--- config.mk ---
export PLATFORM = sky130hd
export DESIGN_NAME = red_pitaya_na_sweep_ctrl
export DESIGN_NICKNAME = d
export VERILOG_FILES = /design/src/rtl/red_pitaya_na_sweep_ctrl.sv
export SDC_FILE = /design/constraint.sdc
export NUM_CORES = 1
export LEC_CHECK = 0
export BUFFER_PORTS_ARGS = -buffer_cell sky130_fd_sc_hd__buf_2
export CORE_MARGIN = 2
export CORE_UTILIZATION = 55
export DETAILED_ROUTE_END_ITERATION = 10
export PLACE_DENSITY_LB_ADDON = 0.3
export SLEW_MARGIN = 10
export SYNTH_ARGS = -nofsm -noshare
export SYNTH_HDL_FRONTEND = slang
export SYNTH_SLANG_ARGS = --single-unit
export TNS_END_PERCENT = 1
--- constraint.sdc ---
create_clock -name clk_i -period 4.27 [get_ports clk_i]
set_input_delay 0 -clock clk_i [delete_from_list [all_inputs] [get_ports clk_i]]
set_output_delay 0 -clock clk_i [all_outputs]
set_load 0.02 [all_outputs]
--- src/rtl/red_pitaya_na_sweep_ctrl.sv ---
// red_pitaya_na_sweep_ctrl: network-analyzer sweep sequencer for one IQ channel.
// Ports: clk_i/rstn_i clock and async active-low reset; start_i/abort_i sweep control;
//   f_start_i/f_step_i/n_points_i/timeout_i sweep setup, sampled at start;
//   iq_addr_o/iq_wen_o/iq_ren_o/iq_wdata_o/iq_rdata_i/iq_ack_i IQ block register bus;
//   res_valid_o/res_ready_i/res_index_o/res_i_o/res_q_o per-point result stream;
//   busy_o/done_o/timeout_o sweep status.
module red_pitaya_na_sweep_ctrl #(
  parameter int NPTBITS = 16,
  parameter int TOBITS  = 32,
  parameter int SUMBITS = 62
) (
  input  logic               clk_i,
  input  logic               rstn_i,
  input  logic               start_i,
  input  logic               abort_i,
  input  logic [31:0]        f_start_i,
  input  logic [31:0]        f_step_i,
  input  logic [NPTBITS-1:0] n_points_i,
  input  logic [TOBITS-1:0]  timeout_i,
  output logic [15:0]        iq_addr_o,
  output logic               iq_wen_o,
  output logic               iq_ren_o,
  output logic [31:0]        iq_wdata_o,
  input  logic [31:0]        iq_rdata_i,
  input  logic               iq_ack_i,
  output logic               res_valid_o,
  input  logic               res_ready_i,
  output logic [NPTBITS-1:0] res_index_o,
  output logic [SUMBITS-1:0] res_i_o,
  output logic [SUMBITS-1:0] res_q_o,
  output logic               busy_o,
  output logic               done_o,
  output logic               timeout_o
);
  // Bus states are ordered so that a normal advance is state + 1.
  typedef enum logic [2:0] {IDLE, WRF, POLL, RIH, RQL, RQH, OUT} state_t;
  state_t state, state_nxt;
  logic pend;
  logic [31:0] freq, step;
  logic [NPTBITS-1:0] idx, npts;
  logic [TOBITS-1:0] tcnt, tlim;
  logic [30:0] i_lo, i_hi, q_lo, q_hi;
  logic bus_st, acked, to_hit, adv, last, accept;
  always_comb begin
    bus_st = state inside {WRF, POLL, RIH, RQL, RQH};
    acked  = pend && iq_ack_i;
    to_hit = bus_st && tlim != '0 && tcnt + TOBITS'(1) == tlim;
    // A busy poll response re-arms the strobe instead of advancing.
    adv    = acked && !abort_i && !to_hit && !(state == POLL && iq_rdata_i[31]);
    last   = idx == npts - NPTBITS'(1);
    accept = state == OUT && res_ready_i && !abort_i;
    state_nxt = state;
    if (state != IDLE && abort_i) state_nxt = IDLE;
    else if (to_hit) state_nxt = OUT;
    else if (state == IDLE) state_nxt = start_i && n_points_i != '0 ? WRF : IDLE;
    else if (state == OUT) state_nxt = !res_ready_i ? OUT : last ? IDLE : WRF;
    else if (adv) state_nxt = state_t'(state + 3'd1);
    iq_wen_o    = state == WRF && !pend;
    iq_ren_o    = state inside {POLL, RIH, RQL, RQH} && !pend;
    iq_addr_o   = state == WRF  ? 16'h108 :
                  state == POLL ? 16'h140 :
                  state == RIH  ? 16'h144 :
                  state == RQL  ? 16'h148 :
                  state == RQH  ? 16'h14C : 16'h0;
    iq_wdata_o  = state == WRF ? freq : 32'h0;
    res_valid_o = state == OUT;
    res_index_o = state == OUT ? idx : '0;
    res_i_o     = state == OUT ? SUMBITS'({i_hi, i_lo}) : '0;
    res_q_o     = state == OUT ? SUMBITS'({q_hi, q_lo}) : '0;
    busy_o      = state != IDLE;
  end
  always_ff @(posedge clk_i or negedge rstn_i) begin
    if (!rstn_i) begin
      state     <= IDLE;
      pend      <= 1'b0;
      freq      <= '0;
      step      <= '0;
      idx       <= '0;
      npts      <= '0;
      tcnt      <= '0;
      tlim      <= '0;
      i_lo      <= '0;
      i_hi      <= '0;
      q_lo      <= '0;
      q_hi      <= '0;
      done_o    <= 1'b0;
      timeout_o <= 1'b0;
    end else begin
      state  <= state_nxt;
      // Leaving a state (advance, abort, timeout) drops any outstanding transaction.
      pend   <= bus_st && state_nxt == state && !acked;
      done_o <= (state == IDLE && start_i && n_points_i == '0) || (accept && last);
      tcnt   <= state_nxt == WRF && state != WRF ? '0 : bus_st ? tcnt + TOBITS'(1) : tcnt;
      if (state == IDLE && start_i) begin
        freq      <= f_start_i;
        step      <= f_step_i;
        npts      <= n_points_i;
        tlim      <= timeout_i;
        idx       <= '0;
        timeout_o <= 1'b0;
      end
      if (accept && !last) begin
        idx  <= idx + NPTBITS'(1);
        freq <= freq + step;
      end
      if (to_hit && !abort_i) begin
        timeout_o <= 1'b1;
        i_lo      <= '0;
        i_hi      <= '0;
        q_lo      <= '0;
        q_hi      <= '0;
      end
      if (adv && state == POLL) i_lo <= iq_rdata_i[30:0];
      if (adv && state == RIH) i_hi <= iq_rdata_i[30:0];
      if (adv && state == RQL) q_lo <= iq_rdata_i[30:0];
      if (adv && state == RQH) q_hi <= iq_rdata_i[30:0];
    end
  end
endmodule
Word level (Yosys, flattened, before mapping)
Cells that the tools add are included.
W data, S select, Z words.
Storage, ports and cells
  bits in registers: 290
  bits of input ports: 150
  output and inout bits: 194
  logic and storage cells: 106
Cells by class
  $add $sub $neg: 5
  equality and inequality tests: 11
  multiplexer cells: 30
  reductions and logical operators: 46
Operator list (number)
  $mux W32: 5
  $mux W31: 5
  $mux W62: 2
  $mux W16: 3
  $mux W9: 5
  $add A32 B1 Y32 const B: 1
  $add A32 B32 Y32: 1
  $eq A32 B32 Y1: 1
  $reduce_bool A32 Y1: 1
  $logic_and A1 B1 Y1: 25
  $mux W3: 6
  $add A16 B1 Y16 const B: 1
  $eq A16 B16 Y1: 1
  $logic_not A16 Y1: 1
  $reduce_bool A16 Y1: 1
  $sub A16 B1 Y16 const B: 1
  $reduce_bool A2 Y1: 7
  $eq A3 B3 Y1 const B: 3
  $eq A3 B1 Y1 const B: 2
  $eq A3 B2 Y1 const B: 2
  $logic_not A1 Y1: 6
  $reduce_bool A5 Y1: 1
  $mux W1: 4
  $reduce_bool A4 Y1: 1
  other kinds (6): 6

Depth between registers and ports, before layout
Gate-level depths: netlist of run 1.
  depth after elaboration: 15
  depth in mapped cells: 17

Worst setup path after synthesis of run 1
No wires, ideal clock.
  kind: reg2reg
  start: reg tcnt[0]
  end: reg q_hi[1]
  library setup time: 0.120 ns
  arrival: 3.386 ns
  required time: 4.150 ns
  path slack: 0.763 ns
  stages on the path, launching flop included: 15
  buffers on the path: 4
  period minus slack after synthesis: 3.507 ns
  cell sequence: dfrtp_1 ha_1 nand3_2 or3_1 buf_2 or3_1 a211o_1 a2111o_1 nor4_4 and4_1 buf_4 nand2b_1 buf_6 buf_6 a31o_2
Between the ends
  cells in the longest elaborated chain, start to end: 8
  elaborated cells on any way between the ends: 10
  classes of those cells: add/sub (1); eq/ne (1); mux (1); reduce/logical (7)
Ends and longest elaborated chain
  start, declared: line 41  | logic [TOBITS-1:0] tcnt, tlim;
  start signal, assigned: line 93  | tcnt <= state_nxt == WRF && state != WRF ? '0 : bus_st ? tcnt + TOBITS'(1) : tcnt;
  $add A32 B1 Y32 *: line 47  | to_hit = bus_st && tlim != '0 && tcnt + TOBITS'(1) == tlim;
  $eq A32 B32 Y1 *: line 47
  $logic_and A1 B1 Y1 *: line 47
  $logic_not A1 Y1: line 49  | adv = acked && !abort_i && !to_hit && !(state == POLL && iq_rdata_i[31]);
  $logic_and A1 B1 Y1 (2 in series): line 49
  $logic_and A1 B1 Y1: line 116  | if (adv && state == RQH) q_hi <= iq_rdata_i[30:0];
  $mux W31 / $reduce_bool A2 Y1 (equally long branches)
  end signal, assigned: line 116
  end, declared: line 42  | logic [30:0] i_lo, i_hi, q_lo, q_hi;
Mark *: on every way between the ends. The rest lies on a longest branch, timed or not.
A chain may end at the register's enable or synchronous reset.

Worst setup path after layout of run 1
  start: reg tcnt[4]
  end: reg tcnt[0]
Between the ends
  cells in the longest elaborated chain, start to end: 14
  elaborated cells on any way between the ends: 15
  classes of those cells: add/sub (1); eq/ne (2); mux (6); reduce/logical (6)
Ends and longest elaborated chain
  $add A32 B1 Y32 *: line 47
  $eq A32 B32 Y1 *: line 47
  $logic_and A1 B1 Y1 *: line 47
  $logic_not A1 Y1: line 49
  $logic_and A1 B1 Y1 (2 in series): line 49
  $mux W3: line 57  | else if (adv) state_nxt = state_t'(state + 3'd1);
  $mux W3: line 56  | else if (state == OUT) state_nxt = !res_ready_i ? OUT : last ? IDLE : WRF;
  $mux W3: line 55  | else if (state == IDLE) state_nxt = start_i && n_points_i != '0 ? WRF : IDLE;
  $mux W3 *: line 54  | else if (to_hit) state_nxt = OUT;
  $mux W3 *: line 53  | if (state != IDLE && abort_i) state_nxt = IDLE;
  $eq A3 B1 Y1 *: line 93
  $logic_and A1 B1 Y1 *: line 93
  $mux W32 / $reduce_bool A2 Y1 (equally long branches)
Marked as above.

==> results_dict.tcl, run 1 <==
set metrics [dict create \
    grt_max_degree 113 \
    clock_path_buffers 3 \
    r2r_end "tcnt[0]" \
    worst_setup_path_start_kind "flip-flop" \
    ys_top_cells_by_count "nand2_1, dfrtp_1, nor2_1, inv_1, clkbuf_1" \
    fmax_mhz 250 \
    hold_class "input pin to flip-flop" \
    period_share_pct 93.5 \
    power.leakage_uw 0.0112 \
    nets 2736 \
    synth.most_common_cell "nand2_1" \
    cts_tree "yes" \
    crit_path_start "tcnt[4]" \
    cellPowerDensity_nw_per_um2 524 \
    grt_pass1_vias 17600 \
    fill_cells 2452 \
    cts_made_buffers 34 \
    grt_use_total_pct 33.6 \
    worstHoldPathCells 4 \
    ir_drop_uv 501 \
    syn_inst 2157 \
    path_class "flip-flop to flip-flop" \
    crit_path_frequent_cell "or3_1" \
    hold_violations 0 \
    die_height_um 184 \
    io_pins 344 \
    post-place-ws_ns 0.207 \
    crit_fanout 46 \
    critPathArrivalTime_ns 4.43 \
    syn_to_final_growth_pct 24.9 \
    yosys_warnings 0 \
    drv_slew 0 \
    synth.area.top_cells "dfrtp_1, nand2_1, xnor2_1" \
    root_buffer "clkbuf_16" \
    wl_um 58400 \
    end_kind "flip-flop" \
    setup_viol 0 \
    die-area_um2 34000 \
    overflow 0 \
    place_hpwl_um 36800 \
    place_inst 2806 \
    rows 66 \
    final_antenna_net_count 0 \
    routed-via-count 18300 \
    max-slew-margin-rel_pct 31.3 \
    cp_slowest_stage_delay_ns 0.55 \
    synth_top_area_share_pct 40.6 \
    clk_pin_slew_ns 0.06 \
    core-area_um2 32300 \
    status "complete, no violations" \
    synth_flop_cell "dfrtp_1" \
    ys_types 77 \
    crit_end "tcnt[0]" \
    wl_per_cell_um 19.4 \
    reg2reg_slack_ns 0.28 \
    tns_ns 0 \
    via_per_inst 6.08 \
    htreeDepth 2 \
    tightestPinTransition_ns 1.03 \
    r2r_start "tcnt[4]" \
    instances_no_fill 3015 \
    start_util_pct 55.4 \
    crit_chain "nand4_4 > or3_1 > or3_1 > a211o_1 > a2111o_1 > nor4_4 > and4_2 > buf_6 > buf_12 > a211oi_2 > buf_4 > a21oi_1" \
    final.setup.worst_slack_ns 0.278 \
    port_buffers 331 \
    syn_area_um2 17900 \
    worstRegToRegCells 12 \
    cap_violations 0 \
    clock_skew_ns 0.0155 \
    grt_setup_unrepaired "no" \
    yosysTopAreaCell "dfrtp_1" \
    avgSynthCellArea_um2 8.29 \
    drt_iter0_markers 1941 \
    drc 0 \
    gp_congestion 0.981 \
    clk_latency_ns 0.52 \
    antenna_found_initial 4 \
    finalCriticalPeriod_ns 3.99 \
    ys_seq_area_share_pct 40.6 \
    slowest_stage "dfrtp_1" \
    grt_pass1_wl_um 92200 \
    postSynth.asyncResetShare_pct 100 \
    drive_above_1_share_pct 19.8 \
    firstDrtPassIters 6 \
    dieWidth_um 184 \
    synth_edf_count 0 \
    synth.ff_latch_count 290 \
    cts_sinks 290 \
    worstPathRequired_ns 4.70 \
]
==> power by group <==
group / total, µW / internal [µW] / switching [µW]
combinational: 4860 / 1900 / 2960
clock: 2890 / 1680 / 1210
sequential: 3940 / 3320 / 621
==> worst max-delay path, delay by kind of cell, from the launching register on <==
| kind | cells | cell delay [ns] |
|---|---|---|
| simple gates | 5 | 1.65 |
| compound gates | 4 | 0.94 |
| buf+inv | 3 | 0.75 |
| flops | 1 | 0.55 |
==> stage by stage <==
step           cell area (µm²)  utilization, %  hold WS [ns]  total power, µW
6_report                 22300            69.2        0.0525            11700
5_1_grt                  22300            69.2        0.0621            12400
4_1_cts                  22300            69.1        0.0361            11500
3_5_place_dp             19700            61.2        0.0977             8470
3_3_place_gp             19700            61.2        0.0985             8310
2_1_floorplan            17900               -        -0.296             7210
==> metal layers <==
layer	wire length, µm	share of wire (%)	vias to the layer above	GRT usage, %
li1	-	-	8349	-
met1	23500	40	8768	43.6
met2	27600	47	989	54.7
met3	4610	7.9	224	6.42
met4	2710	4.6	4	15.2
met5	25	0.043	-	0
==> worst min-delay path by stage <==
stage | to | start
4_1_cts | tlim[9] | start_i
6_report | tlim[3] | start_i
5_1_grt | tlim[6] | start_i
3_3_place_gp | i_lo[30] | rstn_i
3_5_place_dp | i_lo[13] | rstn_i
2_1_floorplan | done_o | rstn_i
==> registers in the layout, summed over array words and instances, names as in the netlist, 3 cells and up <==
signal	flops
tcnt	32
i_hi	31
freq	32
idx	16
i_lo	31
state	3
tlim	32
q_hi	31
q_lo	31
npts	16
step	32
==> logic make-up (layout without fill, tap and decap cells) <==
logic type	count (synthesis)	count (layout)	synth area share, %
fa+ha+maj	40	40	2.84
buf+inv	312	715	7.57
xor+xnor	114	114	5.59
compound gates	408	408	15.8
other cells	1	14	0.0210
mux	7	7	0.399
simple gates	985	985	27.2
flops	290	290	40.6
==> placed cells by master (no fill, tap or decap), types with 6 or more instances in the layout <==
| master | count |
|---|---|
| nand4_1 | 86 |
| nand2b_1 | 10 |
| a31oi_1 | 25 |
| dfrtp_1 | 288 |
| nand3_1 | 41 |
| o211ai_1 | 10 |
| buf_4 | 42 |
| o21ai_0 | 66 |
| ha_1 | 38 |
| mux2i_1 | 6 |
| nor2_1 | 140 |
| nand2_1 | 384 |
| clkinv_2 | 7 |
| or3_1 | 12 |
| a31o_2 | 44 |
| clkbuf_16 | 34 |
| xnor2_1 | 74 |
| a21oi_1 | 80 |
| inv_1 | 130 |
| buf_2 | 330 |
| a2111oi_0 | 6 |
| a21o_1 | 17 |
| and3_1 | 102 |
| clkbuf_8 | 8 |
| a211oi_1 | 9 |
| dlygate4sd3_1 | 146 |
| nor3_1 | 25 |
| nor2b_1 | 11 |
| xor2_1 | 40 |
| o31ai_1 | 73 |
| conb_1 | 12 |
| and2_1 | 40 |
| nor4_1 | 85 |
| a31o_1 | 21 |
==> what timing repair did <==
| action | 4_1_cts | 5_1_grt |
|---|---|---|
| setup buffers | 0 | 0 |
| endpoints found under the setup margin | 0 | 94 |
| resized for setup | 0 | 3 |
| hold endpoints to repair | 331 | 0 |
| hold buffers | 146 | 0 |
==> layout make-up <==
class / instances / area (µm²) / share of cell area, %
Multi-Input combinational cell: 1566 / 9390 / 42.0
Sequential cell: 290 / 7260 / 32.5
Timing Repair Buffer: 524 / 3530 / 15.8
Clock buffer: 46 / 976 / 4.37
Tap cell: 442 / 553 / 2.48
Inverter: 130 / 488 / 2.19
Clock inverter: 15 / 130 / 0.583
Antenna cell: 2 / 5.00 / 0.0224
No activity file was read; power rests on OpenSTA's default activity.
==> run 2: changes to the inputs <==
--- a/config.mk
+++ b/config.mk
@@ -6,8 +6,11 @@
 export NUM_CORES = 1
 export LEC_CHECK = 0
 export BUFFER_PORTS_ARGS = -buffer_cell sky130_fd_sc_hd__buf_2
+export CELL_PAD_IN_SITES_DETAIL_PLACEMENT = 1
+export CELL_PAD_IN_SITES_GLOBAL_PLACEMENT = 1
+export CORE_ASPECT_RATIO = 1.2
 export CORE_MARGIN = 2
-export CORE_UTILIZATION = 55
+export CORE_UTILIZATION = 42
 export DETAILED_ROUTE_END_ITERATION = 10
 export PLACE_DENSITY_LB_ADDON = 0.3
 export SLEW_MARGIN = 10
==> run 2 against run 1 <==
Compared with the run above: sequential share of layout area fell by 0.17 points; core utilization is 16 points lower; routed wire length rose by 13%; combinational power grew 2%; flip-flop and latch count did not move; count of clock-buffer cells in the layout grew 1; design area rose by 0.50%; clock skew rose by 0.0081 ns; total power about the same; setup slack better by 0.029 ns; global-route usage is 4.3 points lower; die area up 30%; largest cell class unchanged.
==> results_dict.tcl, run 2 (synthesis gave the netlist of run 1 again) <==
set metrics [dict create \
    status "complete, no violations" \
    ir_drop_uv 454 \
    period_share_pct 92.8 \
    port_buffers 331 \
    drv_slew 0 \
    clk_latency_ns 0.58 \
    cts_setup_buffers 0 \
    fmax_mhz 252 \
    overflow 0 \
    grt_setup_unrepaired "no" \
    mostFrequentLayoutCells "nand2_1, buf_2, dfrtp_1, dlygate4sd3_1, nor2_1" \
    core-area_um2 41900 \
    cts_tree "yes" \
    power.leakage_uw 0.0112 \
    fin_hold_ws_ns 0.0599 \
    dieWidth_um 192 \
    grt_pass1_vias 19300 \
    final_common_cell "nand2_1" \
    cellPowerDensity_nw_per_um2 521 \
    place_hpwl_um 42800 \
    clk_pin_slew_ns 0.06 \
    worstPathRequired_ns 4.73 \
    wl_um 65800 \
    worst_setup_path_start_kind "flip-flop" \
    end_kind "flip-flop" \
    fill_cells 5005 \
    drt_iter0_markers 1191 \
    register_area_um2 7260 \
    critPathArrivalTime_ns 4.42 \
    crit_fanout 31 \
    rows 82 \
    clock_path_buffers 3 \
    gp_congestion 0.890 \
    dpl_cell_area_um2 19900 \
    nets 2735 \
    root_buffer "clkbuf_16" \
    cts_made_buffers 31 \
    tightestPinTransition_ns 1.18 \
    htreeDepth 1 \
    clock_skew_ns 0.0236 \
    antenna_found_initial 6 \
    io_pins 344 \
    die-area_um2 44200 \
    grt_max_degree 111 \
    cap_violations 0 \
    finalCriticalPeriod_ns 3.96 \
    start_util_pct 42.7 \
    syn_to_final_growth_pct 25.5 \
    drc 0 \
    multi_input_area_um2 9390 \
    grt_pass1_wl_um 104000 \
    path_class "flip-flop to flip-flop" \
    drive_above_1_share_pct 19.6 \
    firstDrtPassIters 5 \
    final_area_um2 22400 \
    via_per_inst 5.82 \
    max-slew-margin-rel_pct 21.7 \
    setup_viol 0 \
    hold_class "input pin to flip-flop" \
    grt_use_total_pct 29.3 \
    wl_per_cell_um 21.1 \
    routed-via-count 18100 \
    hold_violations 0 \
    die_height_um 230 \
    tns_ns 0 \
    cts_sinks 290 \
    final_antenna_net_count 0 \
]
run 2: area by class of cell:
| cell class | count | share of cell area [%] |
|---|---|---|
| Multi-Input combinational cell | 1566 | 41.9 |
| Clock buffer | 47 | 4.21 |
| Antenna cell | 5 | 0.0558 |
| Inverter | 130 | 2.17 |
| Sequential cell | 290 | 32.3 |
| Tap cell | 546 | 3.04 |
| Clock inverter | 9 | 0.446 |
| Timing Repair Buffer | 526 | 15.9 |
run 2: worst paths after layout:
path | startpoint | endpoint | slack [ns] | cells after the start
min | iq_rdata_i[31] | state[2] | 0.06 | 5
min in group asynchronous | rstn_i | i_lo[19] | 0.07 | 2
max in group asynchronous | rstn_i | freq[21] | 3.00 | 3
max | tcnt[4] | i_lo[1] | 0.31 | 11
max reg2reg | tcnt[4] | i_lo[1] | 0.31 | 11
min reg2reg | step[2] | step[2] | 0.48 | 2
run 2: per-layer routing:
metal / wire (µm) / GRT usage [%]
met3: 3510 / 3.86
met1: 26700 / 35.5
met4: 2880 / 12.7
met5: 27 / 0
met2: 32700 / 51.6
run 2: where the power goes:
group | internal, µW | leakage (µW) | total [µW] | switching (µW)
combinational | 1900 | 0.00696 | 4940 | 3040
sequential | 3320 | 0.00371 | 3980 | 653
clock | 1630 | 0.000515 | 2780 | 1150
run 2: critical path: stages, from the launching register on:
cell and delay [ns]:
dfrtp_1 0.52, nand4_2 0.29, or3_1 0.48, or3_1 0.41, a211o_1 0.32, a2111o_1 0.40, nor4_4 0.26, and4_4 0.42
buf_12 0.19, nor3_2 0.07, buf_12 0.21, o31ai_1 0.28
run 2: timing repair:
item / 4_1_cts / 5_1_grt
hold buffers: 147 / 0
hold endpoints to repair: 344 / 0
endpoints found under the setup margin: 0 / 2
gates resized for setup: 0 / 1
run 2: through the flow:
stage                     utilization [%]  setup WS [ns]  std cells  total power [µW]
after floorplan                         -          0.763       2168              7210
after global placement               47.6          0.444       2911              8440
after detailed placement             47.6          0.237       2911              8660
after CTS                            53.6          0.221       3114             11600
after global routing                 53.6         0.0789       3118             12500
final                                53.6          0.307       3119             11700
